File: config.mk
export PLATFORM = sky130hd
export DESIGN_NAME = sdram_arbiter_n_flat
export DESIGN_NICKNAME = d
export VERILOG_FILES = /design/src/rtl/sdram_arb_pkg.sv /design/src/rtl/sdram_arbiter_n_if.sv /design/src/rtl/arb_pick.sv /design/src/rtl/sdram_arbiter_n.sv /design/src/flat_wrapper.sv
export SDC_FILE = /design/constraint.sdc
export NUM_CORES = 1
export LEC_CHECK = 0
export ABC_AREA = 0
export ABC_CLOCK_PERIOD_IN_PS = 4000
export CAP_MARGIN = 20
export CELL_PAD_IN_SITES_DETAIL_PLACEMENT = 1
export CELL_PAD_IN_SITES_GLOBAL_PLACEMENT = 1
export CORE_AREA = 2 2 566 568
export CTS_CLUSTER_DIAMETER = 100
export DETAILED_ROUTE_END_ITERATION = 8
export DIE_AREA = 0 0 568 570
export GPL_TIMING_DRIVEN = 1
export PLACE_DENSITY_LB_ADDON = 0.1
export SLEW_MARGIN = 20
export SYNTH_ARGS = -nofsm -noshare
export SYNTH_HDL_FRONTEND = slang
export SYNTH_SLANG_ARGS = --single-unit
File: constraint.sdc
create_clock -name clk -period 4 [get_ports clk]
set_input_delay 0.8 -clock clk [delete_from_list [all_inputs] [get_ports clk]]
set_output_delay 0.8 -clock clk [all_outputs]
set_load 0.02 [all_outputs]
File: src/rtl/sdram_arb_pkg.sv
// Shared constants for the SDRAM bridge arbiter: default bus widths and FSM state codes.
package sdram_arb_pkg;

   localparam int unsigned ADDR_W_DEF = 22;
   localparam int unsigned DATA_W_DEF = 128;
   localparam int unsigned BE_W_DEF   = 16;

   // Arbiter FSM states; kept as plain constants so legacy code can compare raw codes.
   localparam logic [1:0] ST_IDLE  = 2'd0;
   localparam logic [1:0] ST_ISSUE = 2'd1;
   localparam logic [1:0] ST_DONE  = 2'd2;

endpackage

File: src/rtl/sdram_arbiter_n_if.sv
// Bridge-side bus of the SDRAM arbiter.
//   master : arbiter drives the command (address, byte enable, read/write, write data)
//   slave  : SDRAM controller bridge returns acknowledge and read data
interface sdram_bridge_if
   import sdram_arb_pkg::*;
#(
   parameter int unsigned ADDR_W = ADDR_W_DEF,
   parameter int unsigned DATA_W = DATA_W_DEF,
   parameter int unsigned BE_W   = BE_W_DEF
);

   logic [ADDR_W-1:0] bridge_address;
   logic [BE_W-1:0]   bridge_byte_enable;
   logic              bridge_read;
   logic              bridge_write;
   logic [DATA_W-1:0] bridge_write_data;
   logic              bridge_acknowledge;
   logic [DATA_W-1:0] bridge_read_data;

   modport master (
      output bridge_address, bridge_byte_enable, bridge_read, bridge_write, bridge_write_data,
      input  bridge_acknowledge, bridge_read_data
   );

   modport slave (
      input  bridge_address, bridge_byte_enable, bridge_read, bridge_write, bridge_write_data,
      output bridge_acknowledge, bridge_read_data
   );

endinterface

File: src/rtl/arb_pick.sv
// Combinational priority picker.
//   req      : request vector
//   urgent   : urgent-class mask; urgent requesters shadow all others
//   ptr      : round-robin pointer (last winner)
//   rr_mode  : 1 = first candidate after ptr (wrapping), 0 = lowest index
//   winner_c : selected index, valid_c : any candidate present
module arb_pick #(
   parameter int unsigned N = 6,
   parameter int unsigned W = 3
) (
   input  logic [N-1:0] req,
   input  logic [N-1:0] urgent,
   input  logic [W-1:0] ptr,
   input  logic         rr_mode,
   output logic [W-1:0] winner_c,
   output logic         valid_c
);

   logic [N-1:0] cand;
   logic [W-1:0] pos;
   logic         found;

   always_comb begin
      cand     = ((req & urgent) != '0) ? (req & urgent) : req;
      valid_c  = |cand;
      winner_c = '0;
      pos      = '0;
      found    = 1'b0;
      if (rr_mode) begin
         // Scan ptr+1 .. ptr+N so the last winner has the lowest priority.
         for (int k = 1; k <= int'(N); k++) begin
            pos = W'((int'(ptr) + k) % int'(N));
            if (!found && cand[pos]) begin
               winner_c = pos;
               found    = 1'b1;
            end
         end
      end else begin
         for (int k = int'(N) - 1; k >= 0; k--) begin
            if (cand[W'(k)]) winner_c = W'(k);
         end
      end
   end

endmodule

File: src/rtl/sdram_arbiter_n.sv
// N-client arbiter in front of the single 128-bit SDRAM bridge; one transaction in flight.
//   clk, reset_n            : clock, synchronous active-low reset
//   cli_rd/cli_wr           : per-client requests (write wins when both high), held until cli_ac
//   cli_addr/wrdata/be      : packed per-client command fields
//   cli_wait/cli_ac         : per-client wait flag and one-cycle completion pulse
//   cli_rddata              : read data broadcast, valid with cli_ac
//   bridge                  : command/ack bus to the SDRAM controller bridge
//   grant_id/busy           : current grant and non-idle flag
//   timeout_err/err_id      : sticky watchdog error and first offending client
module sdram_arbiter_n
   import sdram_arb_pkg::*;
#(
   parameter int unsigned          N_CLIENTS   = 6,
   parameter int unsigned          ADDR_W      = ADDR_W_DEF,
   parameter int unsigned          DATA_W      = DATA_W_DEF,
   parameter int unsigned          BE_W        = BE_W_DEF,
   parameter bit                   RR_MODE     = 1'b1,
   parameter logic [N_CLIENTS-1:0] URGENT_MASK = 6'b010000,
   parameter int unsigned          TIMEOUT_CYC = 1023
) (
   input  logic                            clk,
   input  logic                            reset_n,
   input  logic [N_CLIENTS-1:0]            cli_rd,
   input  logic [N_CLIENTS-1:0]            cli_wr,
   input  logic [N_CLIENTS*ADDR_W-1:0]     cli_addr,
   input  logic [N_CLIENTS*DATA_W-1:0]     cli_wrdata,
   input  logic [N_CLIENTS*BE_W-1:0]       cli_be,
   output logic [N_CLIENTS-1:0]            cli_wait,
   output logic [N_CLIENTS-1:0]            cli_ac,
   output logic [DATA_W-1:0]               cli_rddata,
   sdram_bridge_if.master                  bridge,
   output logic [$clog2(N_CLIENTS)-1:0]    grant_id,
   output logic                            busy,
   output logic                            timeout_err,
   output logic [$clog2(N_CLIENTS)-1:0]    err_id
);

   localparam int unsigned ID_W  = $clog2(N_CLIENTS);
   localparam int unsigned CNT_W = (TIMEOUT_CYC > 0) ? $clog2(TIMEOUT_CYC + 1) : 1;

   logic [1:0]           state_q, state_d;
   logic [ID_W-1:0]      rr_q, rr_d, gnt_d, eid_d;
   logic [ADDR_W-1:0]    addr_q, addr_d;
   logic [BE_W-1:0]      be_q, be_d;
   logic [DATA_W-1:0]    wdata_q, wdata_d, rddata_d;
   logic                 rd_q, rd_d, wr_q, wr_d, busy_d, terr_d;
   logic [CNT_W-1:0]     cnt_q, cnt_d;
   logic [N_CLIENTS-1:0] req_c, ac_d, wait_d;
   logic [ID_W-1:0]      pick_c;
   logic                 pick_valid_c;

   assign req_c = cli_rd | cli_wr;

   arb_pick #(.N(N_CLIENTS), .W(ID_W)) u_pick (
      .req      (req_c),
      .urgent   (URGENT_MASK),
      .ptr      (rr_q),
      .rr_mode  (RR_MODE),
      .winner_c (pick_c),
      .valid_c  (pick_valid_c)
   );

   assign bridge.bridge_address     = addr_q;
   assign bridge.bridge_byte_enable = be_q;
   assign bridge.bridge_read        = rd_q;
   assign bridge.bridge_write       = wr_q;
   assign bridge.bridge_write_data  = wdata_q;

   // Next-state and next-output logic.
   always_comb begin
      state_d  = state_q;
      gnt_d    = grant_id;
      rr_d     = rr_q;
      addr_d   = addr_q;
      be_d     = be_q;
      wdata_d  = wdata_q;
      rd_d     = rd_q;
      wr_d     = wr_q;
      cnt_d    = cnt_q;
      rddata_d = cli_rddata;
      terr_d   = timeout_err;
      eid_d    = err_id;
      ac_d     = '0;
      case (state_q)
         ST_IDLE: begin
            if (pick_valid_c) begin
               gnt_d   = pick_c;
               rr_d    = pick_c;
               addr_d  = cli_addr[int'(pick_c)*int'(ADDR_W) +: ADDR_W];
               be_d    = cli_be[int'(pick_c)*int'(BE_W) +: BE_W];
               wdata_d = cli_wrdata[int'(pick_c)*int'(DATA_W) +: DATA_W];
               wr_d    = cli_wr[pick_c];
               rd_d    = !cli_wr[pick_c];
               cnt_d   = '0;
               state_d = ST_ISSUE;
            end
         end
         ST_ISSUE: begin
            cnt_d = cnt_q + CNT_W'(1);
            if (bridge.bridge_acknowledge) begin
               rd_d           = 1'b0;
               wr_d           = 1'b0;
               if (rd_q) rddata_d = bridge.bridge_read_data;
               ac_d[grant_id] = 1'b1;
               state_d        = ST_DONE;
            end else if ((TIMEOUT_CYC != 0) && (cnt_d == CNT_W'(TIMEOUT_CYC))) begin
               // Watchdog: abandon the command and still complete the client.
               rd_d           = 1'b0;
               wr_d           = 1'b0;
               terr_d         = 1'b1;
               if (!timeout_err) eid_d = grant_id;
               ac_d[grant_id] = 1'b1;
               state_d        = ST_DONE;
            end
         end
         ST_DONE: state_d = ST_IDLE;
         default: state_d = ST_IDLE;
      endcase
      busy_d = (state_d != ST_IDLE);
      wait_d = '1;
      if (state_d != ST_IDLE) wait_d[gnt_d] = 1'b0;
   end

   // State and output registers.
   always_ff @(posedge clk) begin
      if (!reset_n) begin
         state_q     <= ST_IDLE;
         grant_id    <= '0;
         rr_q        <= ID_W'(N_CLIENTS - 1);
         addr_q      <= '0;
         be_q        <= '0;
         wdata_q     <= '0;
         rd_q        <= 1'b0;
         wr_q        <= 1'b0;
         cnt_q       <= '0;
         cli_rddata  <= '0;
         cli_ac      <= '0;
         cli_wait    <= '1;
         busy        <= 1'b0;
         timeout_err <= 1'b0;
         err_id      <= '0;
      end else begin
         state_q     <= state_d;
         grant_id    <= gnt_d;
         rr_q        <= rr_d;
         addr_q      <= addr_d;
         be_q        <= be_d;
         wdata_q     <= wdata_d;
         rd_q        <= rd_d;
         wr_q        <= wr_d;
         cnt_q       <= cnt_d;
         cli_rddata  <= rddata_d;
         cli_ac      <= ac_d;
         cli_wait    <= wait_d;
         busy        <= busy_d;
         timeout_err <= terr_d;
         err_id      <= eid_d;
      end
   end

endmodule

File: src/flat_wrapper.sv
// flat-port wrapper written by rule: the top's interface ports become plain ports
module sdram_arbiter_n_flat import sdram_arb_pkg::*;
#(
   parameter int unsigned          N_CLIENTS   = 6,
   parameter int unsigned          ADDR_W      = ADDR_W_DEF,
   parameter int unsigned          DATA_W      = DATA_W_DEF,
   parameter int unsigned          BE_W        = BE_W_DEF,
   parameter bit                   RR_MODE     = 1'b1,
   parameter logic [N_CLIENTS-1:0] URGENT_MASK = 6'b010000,
   parameter int unsigned          TIMEOUT_CYC = 1023
)
  (clk, reset_n, cli_rd, cli_wr, cli_addr, cli_wrdata, cli_be, cli_wait, cli_ac, cli_rddata, grant_id, busy, timeout_err, err_id, bridge_bridge_address, bridge_bridge_byte_enable, bridge_bridge_read, bridge_bridge_write, bridge_bridge_write_data, bridge_bridge_acknowledge, bridge_bridge_read_data);
  sdram_bridge_if #(.ADDR_W(ADDR_W), .DATA_W(DATA_W), .BE_W(BE_W)) bridge_i ();
  input  logic clk;
  input  logic reset_n;
  input  logic [N_CLIENTS-1:0] cli_rd;
  input  logic [N_CLIENTS-1:0] cli_wr;
  input  logic [N_CLIENTS*ADDR_W-1:0] cli_addr;
  input  logic [N_CLIENTS*DATA_W-1:0] cli_wrdata;
  input  logic [N_CLIENTS*BE_W-1:0] cli_be;
  output logic [N_CLIENTS-1:0] cli_wait;
  output logic [N_CLIENTS-1:0] cli_ac;
  output logic [DATA_W-1:0] cli_rddata;
  output logic [$clog2(N_CLIENTS)-1:0] grant_id;
  output logic busy;
  output logic timeout_err;
  output logic [$clog2(N_CLIENTS)-1:0] err_id;
  output wire logic [$bits(bridge_i.bridge_address)-1:0] bridge_bridge_address;
  output wire logic [$bits(bridge_i.bridge_byte_enable)-1:0] bridge_bridge_byte_enable;
  output wire logic [$bits(bridge_i.bridge_read)-1:0] bridge_bridge_read;
  output wire logic [$bits(bridge_i.bridge_write)-1:0] bridge_bridge_write;
  output wire logic [$bits(bridge_i.bridge_write_data)-1:0] bridge_bridge_write_data;
  input wire logic [$bits(bridge_i.bridge_acknowledge)-1:0] bridge_bridge_acknowledge;
  input wire logic [$bits(bridge_i.bridge_read_data)-1:0] bridge_bridge_read_data;
  assign bridge_bridge_address = bridge_i.bridge_address;
  assign bridge_bridge_byte_enable = bridge_i.bridge_byte_enable;
  assign bridge_bridge_read = bridge_i.bridge_read;
  assign bridge_bridge_write = bridge_i.bridge_write;
  assign bridge_bridge_write_data = bridge_i.bridge_write_data;
  assign bridge_i.bridge_acknowledge = bridge_bridge_acknowledge;
  assign bridge_i.bridge_read_data = bridge_bridge_read_data;
  sdram_arbiter_n #(.N_CLIENTS(N_CLIENTS), .ADDR_W(ADDR_W), .DATA_W(DATA_W), .BE_W(BE_W), .RR_MODE(RR_MODE), .URGENT_MASK(URGENT_MASK), .TIMEOUT_CYC(TIMEOUT_CYC)) u_core (.clk(clk), .reset_n(reset_n), .cli_rd(cli_rd), .cli_wr(cli_wr), .cli_addr(cli_addr), .cli_wrdata(cli_wrdata), .cli_be(cli_be), .cli_wait(cli_wait), .cli_ac(cli_ac), .cli_rddata(cli_rddata), .bridge(bridge_i), .grant_id(grant_id), .busy(busy), .timeout_err(timeout_err), .err_id(err_id));
endmodule
==> results of run 1 <==
-- how the worst min path moves through the flow --
stage,start,to,slack (ns),cells after the start
after floorplan,u_core.cnt_q[9],u_core.cnt_q[9],0.43,1
after global placement,u_core.cli_rddata[13],u_core.cli_rddata[13],0.44,2
after detailed placement,u_core.cli_rddata[38],u_core.cli_rddata[38],0.45,2
after CTS,u_core.cli_rddata[38],u_core.cli_rddata[38],0.46,2
after global routing,u_core.cli_rddata[121],u_core.cli_rddata[121],0.47,2
final,u_core.cli_rddata[16],u_core.cli_rddata[16],0.45,2
-- stage by stage --
stage	cells	util, %	instance area, sq um
3_5_place_dp	8338	13.4	42600
3_3_place_gp	8338	13.4	42600
6_report	8591	15.5	49000
4_1_cts	8545	15.2	48100
2_1_floorplan	2599	-	20500
5_1_grt	8569	15.4	49000
-- registers in the layout, indices dropped and copies added, names as in the netlist --
name                              flops
u_core.bridge.bridge_read             1
u_core.cli_ac                         6
u_core.bridge.bridge_write_data     128
u_core.rr_q                           3
u_core.bridge.bridge_address         22
u_core.bridge.bridge_byte_enable     16
u_core.err_id                         3
u_core.cli_wait                       6
u_core.timeout_err                    1
u_core.cnt_q                         10
u_core.bridge.bridge_write            1
u_core.grant_id                       3
u_core.state_q                        2
u_core.cli_rddata                   128
u_core.busy                           1
-- power by group through the flow --
stage	combinational (mW)	clock, mW	sequential [mW]
3_3_place_gp	42.6	0	4.70
5_1_grt	58.8	7.09	4.74
6_report	55.1	6.66	4.64
2_1_floorplan	20.4	0	5.35
4_1_cts	54.5	7.07	4.66
3_5_place_dp	42.6	0	4.71
-- cell families after synthesis --
family                     share of synthesized area [%]
and+or+nand+nor                                     22.6
buffers and inverters                               6.93
DFF                                                 32.5
muxes                                               16.9
xor gates and xnor gates                           0.424
adders and majority gates                          0.921
AOI/OAI and AO/OA                                   19.8
-- cell type report --
class,count,area share (%)
Sequential cell,331,13.5
Timing Repair Buffer,1919,41.5
Inverter,19,0.151
Clock inverter,21,0.806
Multi-Input combinational cell,1989,29.0
Antenna cell,34,0.173
Tap cell,4180,10.7
Clock buffer,98,4.14
-- routing by layer --
metal / vias to the layer above / GRT usage [%] / share of wire (%)
li1: 13079 / - / -
met1: 13739 / 15.5 / 37
met4: 108 / 3.02 / 2.3
met5: - / 0 / 0.27
met3: 481 / 5.28 / 7.7
met2: 1200 / 28.6 / 53
-- Yosys cell counts (all sizes together) (5+ instances only) --
| cell | count | share of area (%) |
|---|---|---|
| nand2 | 615 | 11 |
| nand3 | 347 | 8.5 |
| mux2i | 335 | 16 |
| dfxtp | 331 | 33 |
| clkbuf | 206 | 3.8 |
| a31oi | 171 | 5.3 |
| a32o | 166 | 8.2 |
| a21oi | 148 | 3.6 |
| buf | 54 | 2.8 |
| nor2 | 40 | 0.74 |
| o21ai | 20 | 0.49 |
| inv | 18 | 0.33 |
| ha | 15 | 0.92 |
| nor3 | 11 | 0.27 |
| and3 | 10 | 0.31 |
| nor4 | 9 | 0.28 |
| a211oi | 7 | 0.26 |
| mux2 | 7 | 0.41 |
| o211ai | 7 | 0.28 |
| xnor2 | 7 | 0.30 |
| nand2b | 6 | 0.18 |
| o211a | 6 | 0.29 |
| or3 | 6 | 0.18 |
| nor2b | 5 | 0.15 |
| o21a | 5 | 0.18 |
-- worst min-delay path, delay by kind of cell, from the launching register on --
| family | cells | cell delay, ns |
|---|---|---|
| AO/OA/AOI/OAI | 1 | 0.05 |
| flip-flops | 1 | 0.30 |
| AND/OR/NAND/NOR | 1 | 0.05 |
-- what timing repair did --
item	CTS	global route
resized for setup	343	154
endpoints found under the setup margin	179	179
hold buffers	0	0
gates cloned	25	8
setup buffers	85	22
pin swaps	117	133
==> key figures, run 1 <==
Layout
  – FF+latch area: about 0.0066 sq mm
  – Final nets: 5486
  – Most frequent cells in the layout: clkdlybuf4s50_1, nand2_1, dfxtp_1, nand3_1, buf_4
  – Area of the multi-input gates: 0.0142 sq mm
  – Filler instances: between 30000 and 40000
  – Area grow syn2layout: 141%
  – Most common cell after layout, fill and taps aside: clkdlybuf4s50_1
  – Fraction of layout cells with a size suffix above 1: 18.9%

Logic synthesis
  – Synth warn: 0
  – Prevailing post-synth register cell: dfxtp_1
  – Cells after Synth: 2599
  – Register area share after synthesis: between 30% and 40%
  – Mapped Area: 0.0204 sq mm
  – Synth cell types: between 60 and 70
  – Ys async rst share: 0%
  – Register bit total from synthesis: around 330
  – EDFF count, synth: 0
  – Mapped Nets: 3753
  – Synth Area per Inst: around 7.8 sq um

Floorplanning
  – Die Y: between 500 and 600 microns
  – # IOs: about 1500
  – Core Area: 0.317 sq mm
  – Die width: around 570 microns
  – Total die area: approximately 0.32 sq mm
  – Initial core utilization: 6.42%
  – Rows: slightly above 200

Worst setup path
  – Setup crit end: u_core.bridge.bridge_address[8]
  – Worst setup SP type: flip-flop
  – CP max stage delay: between 0.5 and 0.6 ns
  – Top delay family on crit path: multiplexers
  – Most frequent cell on the critical path: mux2_4
  – WP depth: 16
  – CP startpoint: u_core.rr_q[1]
  – Worst Setup End Kind: flip-flop
  – Crit path cell chain: ha_4, xor2_2, buf_4, ha_4, o31a_1, mux2_4, mux2_4, mux2_4, or4_4, o211ai_4, buf_12, buf_12, buf_16, mux2i_4, nand3_1, a32o_1
  – RR Startpoint: u_core.rr_q[1]
  – Critical Path RT: approximately 4.6 ns
  – Worst-path maximum fanout: 8
  – R2R cell count: 16
  – FF-to-FF setup slack: -0.44 ns
  – CP bufs+invs: 4
  – CP arrival: a little over 5 ns
  – R2R Path End: u_core.bridge.bridge_address[8]
  – Crit Path Class: flip-flop to flip-flop
  – CP max stage cell: or4_4

Placed design
  – Port bufs: around 1500
  – HPWL after DPL: between 200 and 250 mm
  – GP Congestion: approximately 0.81
  – Dpl ws: -1.30 ns

Clock tree
  – Root Driver: clkbuf_16
  – Clk slew on worst S/H paths: about 0.06 ns
  – Max Buffers Root-to-Sink: 4
  – CTS tree: done
  – H-tree Lvls: 3
  – Clock Sinks: about 330
  – Clock latency on the worst-skew pair: 0.74 ns
  – CTS Buf Count: between 70 and 80

Status
  – Failing checks: setup timing
  – Status: finished with violations

Timing
  – Rel. slew slack: between 40% and 50%
  – Final hold slack: roughly 0.45 ns
  – Final min period: 4.44 ns
  – Worst slew pin tran: just under 0.9 ns
  – Fin Setup TNS: -54.48 ns
  – Max Clock Freq: between 200 and 250 MHz
  – Setup Skew: 0.0513 ns
  – Final WS setup: -0.437 ns
  – Final hold viol count: 0
  – Tcrit/Tclk final: 111%
  – Final Max Slew Viols: 0
  – RSZ-0062 raised after global routing: true
  – Final setup vio count: about 170

Detailed routing
  – Wire per inst: ~30 microns
  – Antenna viol nets, final: 0
  – Drt pass-1 iters: 5
  – Drt initial violations: 1083
  – Post-Route WL: roughly 250 mm
  – DRC Markers: 0
  – Vias per cell: roughly 3.3
  – Total number of vias: about 29000

Global route
  – Initial antenna violation count: around 230
  – Largest net degree at the start of global routing: roughly 140
  – Total congestion overflow: 0
  – Tot GR Track Use: 15.0%
  – First-pass GRT wire length: between 300 and 400 mm
  – Vias in the first global route: 30769

Pwr
  – Sequential power share: ~7.0%
  – Clock Power Share: about a tenth
  – Leakage: 16.9 nW
  – VDD IR-drop max: 0.782 mV
  – Total net switching power: 31.6 mW
  – Int Pwr: roughly 35 mW
  – Power consumption: ~66 mW
  – Sw Share: a little under half
  – Logic gate share of total power: 83.0%
  – Power Dens Cells: 1350 mW/mm^2

Min path
  – Hold Crit Class: flip-flop to flip-flop

Run
  – Max cap viols: 0
(Power assumes the default switching activity.)
==> inputs of run 2 (changes only) <==
- CORE_AREA: 2 2 566 568 -> 2 2 565 567
- DIE_AREA: 0 0 568 570 -> 0 0 567 569
- SYNTH_HIERARCHICAL: not set -> 1
==> run 2 against run 1 <==
The run still ends with setup timing left. First-iteration DRC count fell by 8.3%. Register-to-register slack improved by 0.02 ns. Clock power decreased by 12%. Clock-buffer cell count is 7 lower. Total power down 54%. Largest cell class unchanged.
==> key figures, run 2 <==
Status
  – Status: finished with violations
  – Failing checks: setup timing

Floorplanning
  – Total die area: 0.323 sq mm (-0.35%)
  – Initial core utilization: 6.33% (-0.089 points)
  – Die width: 567 microns (-0.18%)
  – Rows: 207 (unchanged)
  – Die Y: 569 microns (-0.18%)
  – # IOs: 1455 (unchanged)
  – Core Area: 0.317 sq mm (-0.16%)

Logic synthesis
  – Register bit total from synthesis: 331 (unchanged)
  – EDFF count, synth: 0 (unchanged)
  – Synth cell types: 83 (+20%)
  – Synth Area per Inst: 9.04 sq um (+15%)
  – Mapped Area: 0.0201 sq mm (-1.5%)
  – Count leader, synth: dfxtp_1
  – Yosys top cell area share: 33.0% (+0.51 points)
  – Synth area leader: dfxtp_1
  – Top post-synthesis cells by area: dfxtp_1, mux4_2, mux2i_1
  – Synth warn: 6 (+6)
  – Ys async rst share: 0% (unchanged)
  – Prevailing post-synth register cell: dfxtp_1
  – Register area share after synthesis: 33.0% (+0.51 points)
  – Cells after Synth: 2219 (-15%)
  – Post-synth top cells: dfxtp_1, nand2_1, nor2_1

Timing
  – Final setup vio count: 176 (+1.1%)
  – Final Max Slew Viols: 0 (unchanged)
  – Final hold viol count: 0 (unchanged)
  – Final min period: 4.41 ns (-0.0223 ns)
  – Tcrit/Tclk final: 110% (-0.56 points)
  – Setup Skew: 0.0609 ns (+0.00959 ns)
  – Final WS setup: -0.415 ns (+0.0223 ns)
  – Worst slew pin tran: 0.792 ns (-0.0938 ns)
  – Final hold slack: 0.453 ns (+0.000979 ns)
  – Rel. slew slack: 47.0% (+6.6 points)
  – Max Clock Freq: 227 MHz (+0.51%)
  – RSZ-0062 raised after global routing: true

Pwr
  – Leakage: 16.6 nW (-2.0%)
  – VDD IR-drop max: 0.377 mV (-52%)
  – Power Dens Cells: 645 mW/mm^2 (-52%)

Clock tree
  – Clock Sinks: 331 (unchanged)
  – Clock latency on the worst-skew pair: 0.76 ns (+0.02 ns)
  – H-tree Lvls: 2 (-1)
  – Clk slew on worst S/H paths: 0.06 ns (about the same)
  – Max Buffers Root-to-Sink: 3 (-1)
  – Hold Buf Count CTS: 0 (unchanged)
  – CTS tree: done
  – CTS Buf Count: 61 (-15%)
  – Root Driver: clkbuf_16

Global route
  – Initial antenna violation count: 266 (+17%)
  – M1 GR Usage: 16.3% (+0.72 points)
  – Vias in the first global route: 27440 (-11%)
  – Most Crowded Layer GR: met2
  – Total congestion overflow: 0 (unchanged)
  – Tot GR Track Use: 15.4% (+0.40 points)
  – First-pass GRT wire length: 321 mm (about the same)
  – Met2 Use GR: 27.5% (-1.1 points)
  – Largest net degree at the start of global routing: 73 (-49%)
  – Met3 Usage GRT: 6.69% (+1.4 points)

Layout
  – Post-Layout Cell Count: 8276 (-3.7%)
  – Fraction of layout cells with a size suffix above 1: 25.3% (+6.4 points)
  – Final nets: 5135 (-6.4%)
  – Area grow syn2layout: 139%
  – Most common cell after layout, fill and taps aside: clkdlybuf4s50_1
  – Most frequent cells in the layout: clkdlybuf4s50_1, dfxtp_1, nand2_1, buf_4, nor2_1

Worst setup path
  – CP max stage delay: 0.50 ns (-0.07 ns)
  – CP max stage cell: mux4_2
  – Worst Setup End Kind: flip-flop
  – Critical Path RT: 4.63 ns (about the same)
  – Worst-path maximum fanout: 8 (unchanged)
  – CP arrival: 5.04 ns (-0.04 ns)
  – Crit Path Class: primary input to flip-flop
  – Most frequent cell on the critical path: buf_12
  – Worst setup SP type: primary input

Placed design
  – Port bufs: 1454 (unchanged)
  – HPWL after DPL: 221 mm (+6.4%)
  – Placed insts: 7967 (-4.4%)
  – GP Congestion: 0.885 (+8.9%)

Detailed routing
  – Drt pass-1 iters: 5 (unchanged)
  – Antenna viol nets, final: 0 (unchanged)
  – Total number of vias: 26482 (-7.4%)
  – Post-Route WL: 259 mm (+2.0%)
  – Wire per inst: 31.3 microns (+5.9%)
  – DRC Markers: 0 (unchanged)
  – Vias per cell: 3.20 (-3.9%)
  – Drt initial violations: 993 (-8.3%)

Min path
  – Hold Crit Class: flip-flop to flip-flop

Run
  – Max cap viols: 0 (unchanged)
==> run 2: final cells by class <==
cell class | instances | area, sq um
Clock buffer | 91 | 1780
Inverter | 184 | 703
Clock inverter | 22 | 379
Fill cell | 36678 | 269000
Multi-Input combinational cell | 1526 | 13300
Timing Repair Buffer | 1880 | 19600
Antenna cell | 62 | 155
Tap cell | 4180 | 5230
Sequential cell | 331 | 6640
==> run 2: final timing paths <==
check	from	endpoint	slack, ns	cells past startpoint
hold reg to reg	u_core/cli_rddata[17]	u_core/cli_rddata[17]	0.45	2
setup reg to reg	u_core/rr_q[1]	u_core/bridge.bridge_write_data[51]	-0.41	24
setup / recovery	cli_rd[4]	u_core/bridge.bridge_write_data[51]	-0.41	25
hold / removal	u_core/cli_rddata[17]	u_core/cli_rddata[17]	0.45	2
==> run 2: logic make-up (layout without fill, tap and decap cells) <==
kind of cell | Yosys count | count (layout) | share of synthesized area [%]
simple gates | 569 | 569 | 12.0
mux | 339 | 339 | 27.4
other cells | 2 | 90 | 0.0375
fa+ha+maj | 12 | 12 | 0.749
flops | 331 | 331 | 33.0
buf+inv | 388 | 2177 | 7.60
compound gates | 574 | 574 | 19.0
xor+xnor | 4 | 4 | 0.212
==> run 2: power by group <==
group | internal, mW | switching, mW | total [mW]
clock network | 3.52 | 2.31 | 5.83
registers | 3.97 | 0.493 | 4.46
logic | 10.6 | 9.94 | 20.6
total | 18.1 | 12.7 | 30.9
==> run 2: critical path, delay by kind of cell <==
kind                   cells  cell delay (ns)
AND/OR/NAND/NOR            3             0.46
multiplexers               1             0.50
AO/OA/AOI/OAI             10             1.50
buffers and inverters     11             1.77
==> run 2: what timing repair did <==
item / 4_1_cts / 5_1_grt
gates resized for setup: 309 / 286
setup buffers: 64 / 63
cloned: 13 / 9
setup endpoints to repair: 178 / 179
pin swaps: 32 / 42
==> run 2: metrics by stage <==
step	setup WS (ns)	utilization, %	power [mW]	cell area [sq um]	TNS, ns
detailed placement	-1.81	13.3	20.9	42100	-254.26
global placement	-1.87	13.3	21.0	42100	-265.79
CTS	-0.420	14.6	29.9	46300	-51.97
floorplan	-0.0170	-	12.5	20400	-1.13
global route	-0.619	15.1	32.7	47800	-85.86
finish	-0.415	15.1	30.9	47900	-51.67
==> run 2: routing by layer <==
metal | vias to the layer above | wire, microns
met2 | 1343 | 129000
met3 | 501 | 25300
met4 | 112 | 9330
li1 | 11730 | -
met5 | - | 757
met1 | 12796 | 95000
